===== src/rtl/shifter_adc_pkg.sv =====
// Shared CSR map, command words and FSM encoding for the shifterADC sequencing controller.
package shifter_adc_pkg;

  localparam int SAMPLE_W = 12;

  localparam logic       SEQ_CMD = 1'b0;
  localparam logic [6:0] IER     = 7'd64;
  localparam logic [6:0] ISR     = 7'd65;

  localparam logic [31:0] CMD_RUN_SINGLE = 32'h0000_0003;
  localparam logic [31:0] CMD_STOP       = 32'h0000_0000;
  localparam logic [31:0] IRQ_EOP        = 32'h0000_0001;

  typedef enum logic [3:0] {
    IDLE,
    ARM_IER,
    START,
    WAIT_IRQ,
    READ_ISSUE,
    READ_WAIT,
    CLEAR_ISR,
    PUBLISH,
    STOP
  } state_e;

endpackage


===== src/rtl/shifter_adc_scheduler.sv =====
// Sequences single-cycle conversions on the shifterADC core, reads back every slot
// after each end-of-sequence IRQ and publishes a coherent multi-channel snapshot.
module shifter_adc_scheduler
  import shifter_adc_pkg::*;
#(
  parameter int NUM_SLOTS      = 2,
  parameter int READ_LAT       = 2,
  parameter int TIMEOUT_CYCLES = 50000
) (
  input  logic                         clock_clk,
  input  logic                         reset_sink_reset,
  input  logic                         enable,
  output logic                         sequencer_csr_address,
  output logic                         sequencer_csr_read,
  output logic                         sequencer_csr_write,
  output logic [31:0]                  sequencer_csr_writedata,
  output logic [6:0]                   sample_store_csr_address,
  output logic                         sample_store_csr_read,
  output logic                         sample_store_csr_write,
  output logic [31:0]                  sample_store_csr_writedata,
  input  logic [31:0]                  sample_store_csr_readdata,
  input  logic                         sample_store_irq_irq,
  output logic [SAMPLE_W*NUM_SLOTS-1:0] sample_data,
  output logic                         sample_valid,
  output logic [15:0]                  seq_count,
  output logic                         timeout_err
);

  localparam int SLOT_W = (NUM_SLOTS > 1) ? $clog2(NUM_SLOTS) : 1;
  localparam int LAT_W  = (READ_LAT > 1) ? $clog2(READ_LAT) : 1;
  localparam int TMO_W  = (TIMEOUT_CYCLES > 2) ? $clog2(TIMEOUT_CYCLES) : 1;

  localparam logic [SLOT_W-1:0] LAST_SLOT = SLOT_W'(NUM_SLOTS - 1);
  localparam logic [LAT_W-1:0]  LAST_LAT  = LAT_W'(READ_LAT - 1);
  localparam logic [TMO_W-1:0]  LAST_TMO  = TMO_W'(TIMEOUT_CYCLES - 1);

  state_e                       state_q, state_d;
  logic                         armed_q;
  logic [SLOT_W-1:0]            slot_q, slot_d;
  logic [LAT_W-1:0]             lat_q;
  logic [TMO_W-1:0]             tmo_q;
  logic [SAMPLE_W-1:0]          shadow_q [NUM_SLOTS];
  logic [SAMPLE_W*NUM_SLOTS-1:0] snapshot;
  logic                         read_done;

  logic                         seq_wr_d;
  logic [31:0]                  seq_wd_d;
  logic [6:0]                   ss_addr_d;
  logic                         ss_rd_d;
  logic                         ss_wr_d;
  logic [31:0]                  ss_wd_d;

  // The sequencer is only ever written, always at its command register.
  assign sequencer_csr_address = SEQ_CMD;
  assign sequencer_csr_read    = 1'b0;

  // Only the low sample bits of the read word carry conversion data.
  logic unused_readdata_hi;
  assign unused_readdata_hi = ^sample_store_csr_readdata[31:SAMPLE_W];

  assign read_done = (state_q == READ_WAIT) && (lat_q == LAST_LAT);

  always_ff @(posedge clock_clk) begin
    if (reset_sink_reset) state_q <= IDLE;
    else                  state_q <= state_d;
  end

  // Strobes are decoded from the next state and registered, so each one lines up with its state.
  always_comb begin
    // NOTE: every variable gets a default first so no path through the case infers a latch.
    state_d   = state_q;
    slot_d    = slot_q;
    seq_wr_d  = 1'b0;
    seq_wd_d  = '0;
    ss_addr_d = '0;
    ss_rd_d   = 1'b0;
    ss_wr_d   = 1'b0;
    ss_wd_d   = '0;

    unique case (state_q)
      IDLE:       if (enable) state_d = armed_q ? START : ARM_IER;
      ARM_IER:    state_d = START;
      START:      state_d = WAIT_IRQ;
      WAIT_IRQ: begin
        if (sample_store_irq_irq) begin
          state_d = READ_ISSUE;
          slot_d  = '0;
        end else if (tmo_q == LAST_TMO) begin
          state_d = STOP;
        end
      end
      READ_ISSUE: state_d = READ_WAIT;
      READ_WAIT: begin
        if (read_done) begin
          state_d = (slot_q == LAST_SLOT) ? CLEAR_ISR : READ_ISSUE;
          slot_d  = slot_q + SLOT_W'(1);
        end
      end
      CLEAR_ISR:  state_d = PUBLISH;
      PUBLISH:    state_d = enable ? START : IDLE;
      STOP:       state_d = IDLE;
      default:    state_d = IDLE;
    endcase

    unique case (state_d)
      ARM_IER: begin
        ss_wr_d   = 1'b1;
        ss_addr_d = IER;
        ss_wd_d   = IRQ_EOP;
      end
      START: begin
        seq_wr_d = 1'b1;
        seq_wd_d = CMD_RUN_SINGLE;
      end
      READ_ISSUE: begin
        ss_rd_d   = 1'b1;
        ss_addr_d = 7'(slot_d);
      end
      CLEAR_ISR: begin
        ss_wr_d   = 1'b1;
        ss_addr_d = ISR;
        ss_wd_d   = IRQ_EOP;
      end
      STOP: begin
        seq_wr_d = 1'b1;
        seq_wd_d = CMD_STOP;
      end
      default: ;
    endcase
  end

  always_comb begin
    snapshot = '0;
    for (int i = 0; i < NUM_SLOTS; i++) snapshot[i*SAMPLE_W +: SAMPLE_W] = shadow_q[i];
  end

  // NOTE: sequential state uses non-blocking assignments so every flop sees pre-edge values.
  always_ff @(posedge clock_clk) begin
    if (reset_sink_reset) begin
      sequencer_csr_write        <= 1'b0;
      sequencer_csr_writedata    <= '0;
      sample_store_csr_address   <= '0;
      sample_store_csr_read      <= 1'b0;
      sample_store_csr_write     <= 1'b0;
      sample_store_csr_writedata <= '0;
      sample_data                <= '0;
      sample_valid               <= 1'b0;
      seq_count                  <= '0;
      timeout_err                <= 1'b0;
      armed_q                    <= 1'b0;
      slot_q                     <= '0;
      lat_q                      <= '0;
      tmo_q                      <= '0;
    end else begin
      sequencer_csr_write        <= seq_wr_d;
      sequencer_csr_writedata    <= seq_wd_d;
      sample_store_csr_address   <= ss_addr_d;
      sample_store_csr_read      <= ss_rd_d;
      sample_store_csr_write     <= ss_wr_d;
      sample_store_csr_writedata <= ss_wd_d;
      slot_q                     <= slot_d;
      lat_q                      <= (state_q == READ_WAIT) ? lat_q + LAT_W'(1) : '0;
      tmo_q                      <= (state_q == WAIT_IRQ) ? tmo_q + TMO_W'(1) : '0;
      sample_valid               <= (state_d == PUBLISH);
      if (state_d == ARM_IER) armed_q <= 1'b1;
      if (state_d == STOP)    timeout_err <= 1'b1;
      if (state_d == PUBLISH) begin
        sample_data <= snapshot;
        seq_count   <= seq_count + 16'd1;
      end
    end
  end

  // NOTE: the shadow slots carry no reset; every slot is rewritten before PUBLISH reads them.
  always_ff @(posedge clock_clk) begin
    if (read_done) shadow_q[slot_q] <= sample_store_csr_readdata[SAMPLE_W-1:0];
  end

endmodule

===== config.mk =====
export PLATFORM = sky130hd
export DESIGN_NAME = shifter_adc_scheduler
export DESIGN_NICKNAME = d
export VERILOG_FILES = /design/src/rtl/shifter_adc_pkg.sv /design/src/rtl/shifter_adc_scheduler.sv
export SDC_FILE = /design/constraint.sdc
export NUM_CORES = 1
export LEC_CHECK = 0
export CAP_MARGIN = 20
export CORE_MARGIN = 1
export CORE_UTILIZATION = 44
export DETAILED_ROUTE_END_ITERATION = 10
export MAX_ROUTING_LAYER = met4
export PLACE_DENSITY = 0.76
export RECOVER_POWER = 25
export SETUP_SLACK_MARGIN = 0.3
export SLEW_MARGIN = 20
export SYNTH_ARGS = -nofsm -noshare
export SYNTH_HDL_FRONTEND = slang
export SYNTH_SLANG_ARGS = --single-unit

===== constraint.sdc =====
create_clock -name clock_clk -period 2.7 [get_ports clock_clk]
set_input_delay 0.54 -clock clock_clk [delete_from_list [all_inputs] [get_ports clock_clk]]
set_output_delay 0.54 -clock clock_clk [all_outputs]
set_load 0.01 [all_outputs]

==> results by group, run 1 <==
Placed design
  • Placed instance count: 606
  • Post-DP Area: 0.00472 mm²
  • Gpl congestion: 0.744
  • HPWL after DPL: 5580 µm
  • Buffers added on ports: 65

Setup path
  • Slowest CP cell: dlygate4sd3_1
  • Reg2Reg Depth: 6
  • FF-to-FF Start: state_q[1]
  • Worst Setup End Kind: flop
  • Worst reg2reg setup slack: 390 ps
  • Crit path kind: input pin to flop
  • Crit path DAT: 2630 ps
  • Largest stage delay, worst path: 570 ps
  • Worst R2R End: seq_count[12]
  • WP data required: 3000 ps
  • Worst-path cell chain: dlygate4sd3_1 > nand4b_1 > a21o_1 > a2111o_1 > or4_1 > a21oi_1
  • CP max FO: 8
  • Startpoint class of the critical path: input pin

CTS
  • Clock slew at reported path FFs: 100 ps
  • CTS Buf Count: 9
  • CTS root buffer: clkbuf_8
  • TritonCTS clock tree: done
  • H-tree depth: 3
  • Clock Sinks: 95
  • Hold_buf cts: 0
  • Clock Latency Late Sink: 360 ps
  • CTS max path bufs: 2

Yosys
  • Largest area contributor in the netlist: dfxtp_1
  • #FFs+latches synth: 95
  • Seq/Total Area, Yosys: 0.516
  • Yosys top cell area share: 0.342
  • Post-synth ARST share: 0
  • Most area-consuming cells after synthesis: dfxtp_1, edfxtp_1, buf_4
  • Leading register cell type out of synthesis: dfxtp_1
  • Most frequent cells after synthesis: buf_4, dfxtp_1, nand2_1
  • Mapped cell area: 0.00415 mm²
  • Library cells used by synthesis: 44
  • EDFF count, synth: 24
  • Synth Instances: 435
  • Syn avg cell area: 9.55 µm²
  • Number of synthesis warnings: 0

STA
  • Setup violations, final: 0
  • Max-slew violations: 0
  • Worst Tran Pin Value: 840 ps
  • Crit share post-route: 0.864
  • RSZ-0062 raised after global routing: false
  • Max frequency: 429 MHz
  • Clock skew: 13.8 ps
  • Final hold viol count: 0
  • Hold slack final: 455 ps
  • Max-slew headroom: 0.440
  • Crit path time final: 2330 ps

Route
  • Remaining DRCs: 0
  • DR vias/cell: 4.97
  • TritonRoute pass-1 iters: 5
  • Routed Antenna Nets: 0
  • Via count: 3097
  • Post-Route WL: 7940 µm
  • DRT iter0 DRCs: 107
  • WL/cell: 12.7 µm

Global route
  • Initial antenna violation count: 0
  • Gr ovfl total: 0
  • Maximum number of pins on one net before global-route repair: 35
  • Overall Global Routing Usage: 0.174
  • First-pass GRT wire length: 13100 µm
  • Number of global-route vias before repair: 2919

Power
  • Leak: 0.00173 µW
  • VDD IR max: 351 µV
  • Pwr dens: 551 mW/mm²

Min path
  • Hold depth: 2
  • HP Class: flop to flop
  • Worst Hold Endpoint: timeout_err
  • Hold_sp: timeout_err

Finish
  • Share of layout cells above drive strength 1: 0.0820
  • Layout area overhead: 19.1%
  • Final net count: 547
  • Fin cells: 623
  • # diodes: 0
  • Layout Utilization: 0.538
  • Post-Layout Inst Area: 0.00495 mm²
  • Fillers: 804

Floorplanning
  • Top-Level Pins: 154
  • Effective utilization at floorplan: 0.452
  • # rows: 35
  • Die Footprint: 0.00983 mm²
  • Chip Height: 99.2 µm
  • Die W: 99.2 µm
  • Area of the core: 0.00920 mm²

Run status
  • Status: complete, no violations

Job
  • Max-cap violations: 0
[kinds of logic (layout without fill, tap and decap cells)]
group	Yosys count	after routing	share of synthesized area
AO/OA/AOI/OAI	72	72	0.103
XOR/XNOR	15	15	0.0316
adder cells (fa/ha/maj)	4	4	0.0121
buffers and inverters	94	104	0.151
flip-flops	95	95	0.516
other	1	68	0.000903
AND/OR/NAND/NOR	154	154	0.186
[critical path, delay by kind of cell]
kind | cells | cell delay, ps
buffers and inverters | 1 | 570
AO/OA/AOI/OAI | 3 | 860
AND/OR/NAND/NOR | 2 | 660
[metrics by stage]
| step | power, µW | worst slack, ps | TNS [ps] |
|---|---|---|---|
| after global routing | 2840 | 287 | 0 |
| after global placement | 1780 | -17.7 | -48.1 |
| final | 2730 | 367 | 0 |
| after detailed placement | 1780 | -76.9 | -420 |
| after CTS | 2760 | 312 | 0 |
| after floorplan | 1750 | 364 | 0 |
[registers in the layout (all words and copies together) (netlist names), 2 cells and up]
signal / count
sample_data: 24
sample_store_csr_address: 2
seq_count: 16
shadow_q: 24
state_q: 4
tmo_q: 16
[where the power goes]
group	total, µW	internal, µW	switching (µW)
registers	1500	1480	16.4
clock network	977	448	530
logic	254	105	149
[how the worst max path moves through the flow]
| stage | start | depth (start not counted) | endpoint | slack, ps |
|---|---|---|---|---|
| after floorplan | state_q[1] | 8 | seq_count[13] | 360 |
| after global placement | enable | 7 | seq_count[11] | -20 |
| after detailed placement | enable | 7 | seq_count[11] | -80 |
| after CTS | state_q[1] | 6 | seq_count[11] | 310 |
| after global routing | state_q[1] | 6 | seq_count[14] | 290 |
| final | sample_store_irq_irq | 6 | seq_count[12] | 370 |
[routing by layer]
metal | wire length, µm | up-vias | part of all wire | global-route usage
met5 | 0 | - | 0 | -
met4 | 163 | 0 | 0.021 | 0.0701
met3 | 505 | 12 | 0.064 | 0.0492
met2 | 3910 | 122 | 0.49 | 0.300
met1 | 3360 | 1457 | 0.42 | 0.191
li1 | - | 1506 | - | -
[layout by cell type (no fill, tap or decap), drive strengths merged, types with 7 or more instances in the layout]
cell / Yosys / routed
nand2: 61 / 61
inv: 7 / 11
or4: 7 / 7
buf: 72 / 16
a21oi: 48 / 48
dlygate4sd3: 0 / 13
edfxtp: 24 / 24
clkbuf: 15 / 10
or3: 9 / 9
dfxtp: 71 / 71
conb: 1 / 68
xor2: 11 / 11
nand3: 14 / 14
nor2: 26 / 26
nand4: 8 / 8
clkdlybuf4s50: 0 / 51
o31ai: 7 / 7
[area by class of cell]
cell class	count	area, µm²	area share
clock buffer	9	124	0.0250
clock inverter	7	86.3	0.0175
inverter	7	26.3	0.00531
multi-input combinational	313	1650	0.334
sequential	95	2140	0.433
tap	111	139	0.0281
timing repair buffer	81	774	0.157
[repair_timing]
action,CTS,global route
pin swaps,1,1
resized for setup,1,2
buffers inserted,0,1
endpoints found under the setup margin,3,5
(Power assumes the default switching activity.)
==> inputs of run 2 (changes only) <==
--- a/config.mk
+++ b/config.mk
@@ -17,3 +17,4 @@
 export SYNTH_ARGS = -nofsm -noshare
 export SYNTH_HDL_FRONTEND = slang
 export SYNTH_SLANG_ARGS = --single-unit
+export TNS_END_PERCENT = 30
==> results of run 2 <==
No change in the layout: final DEF, timing and power equal those of run 1.
Main changes from that run: via count of the first global-routing pass 2919 -> 2921
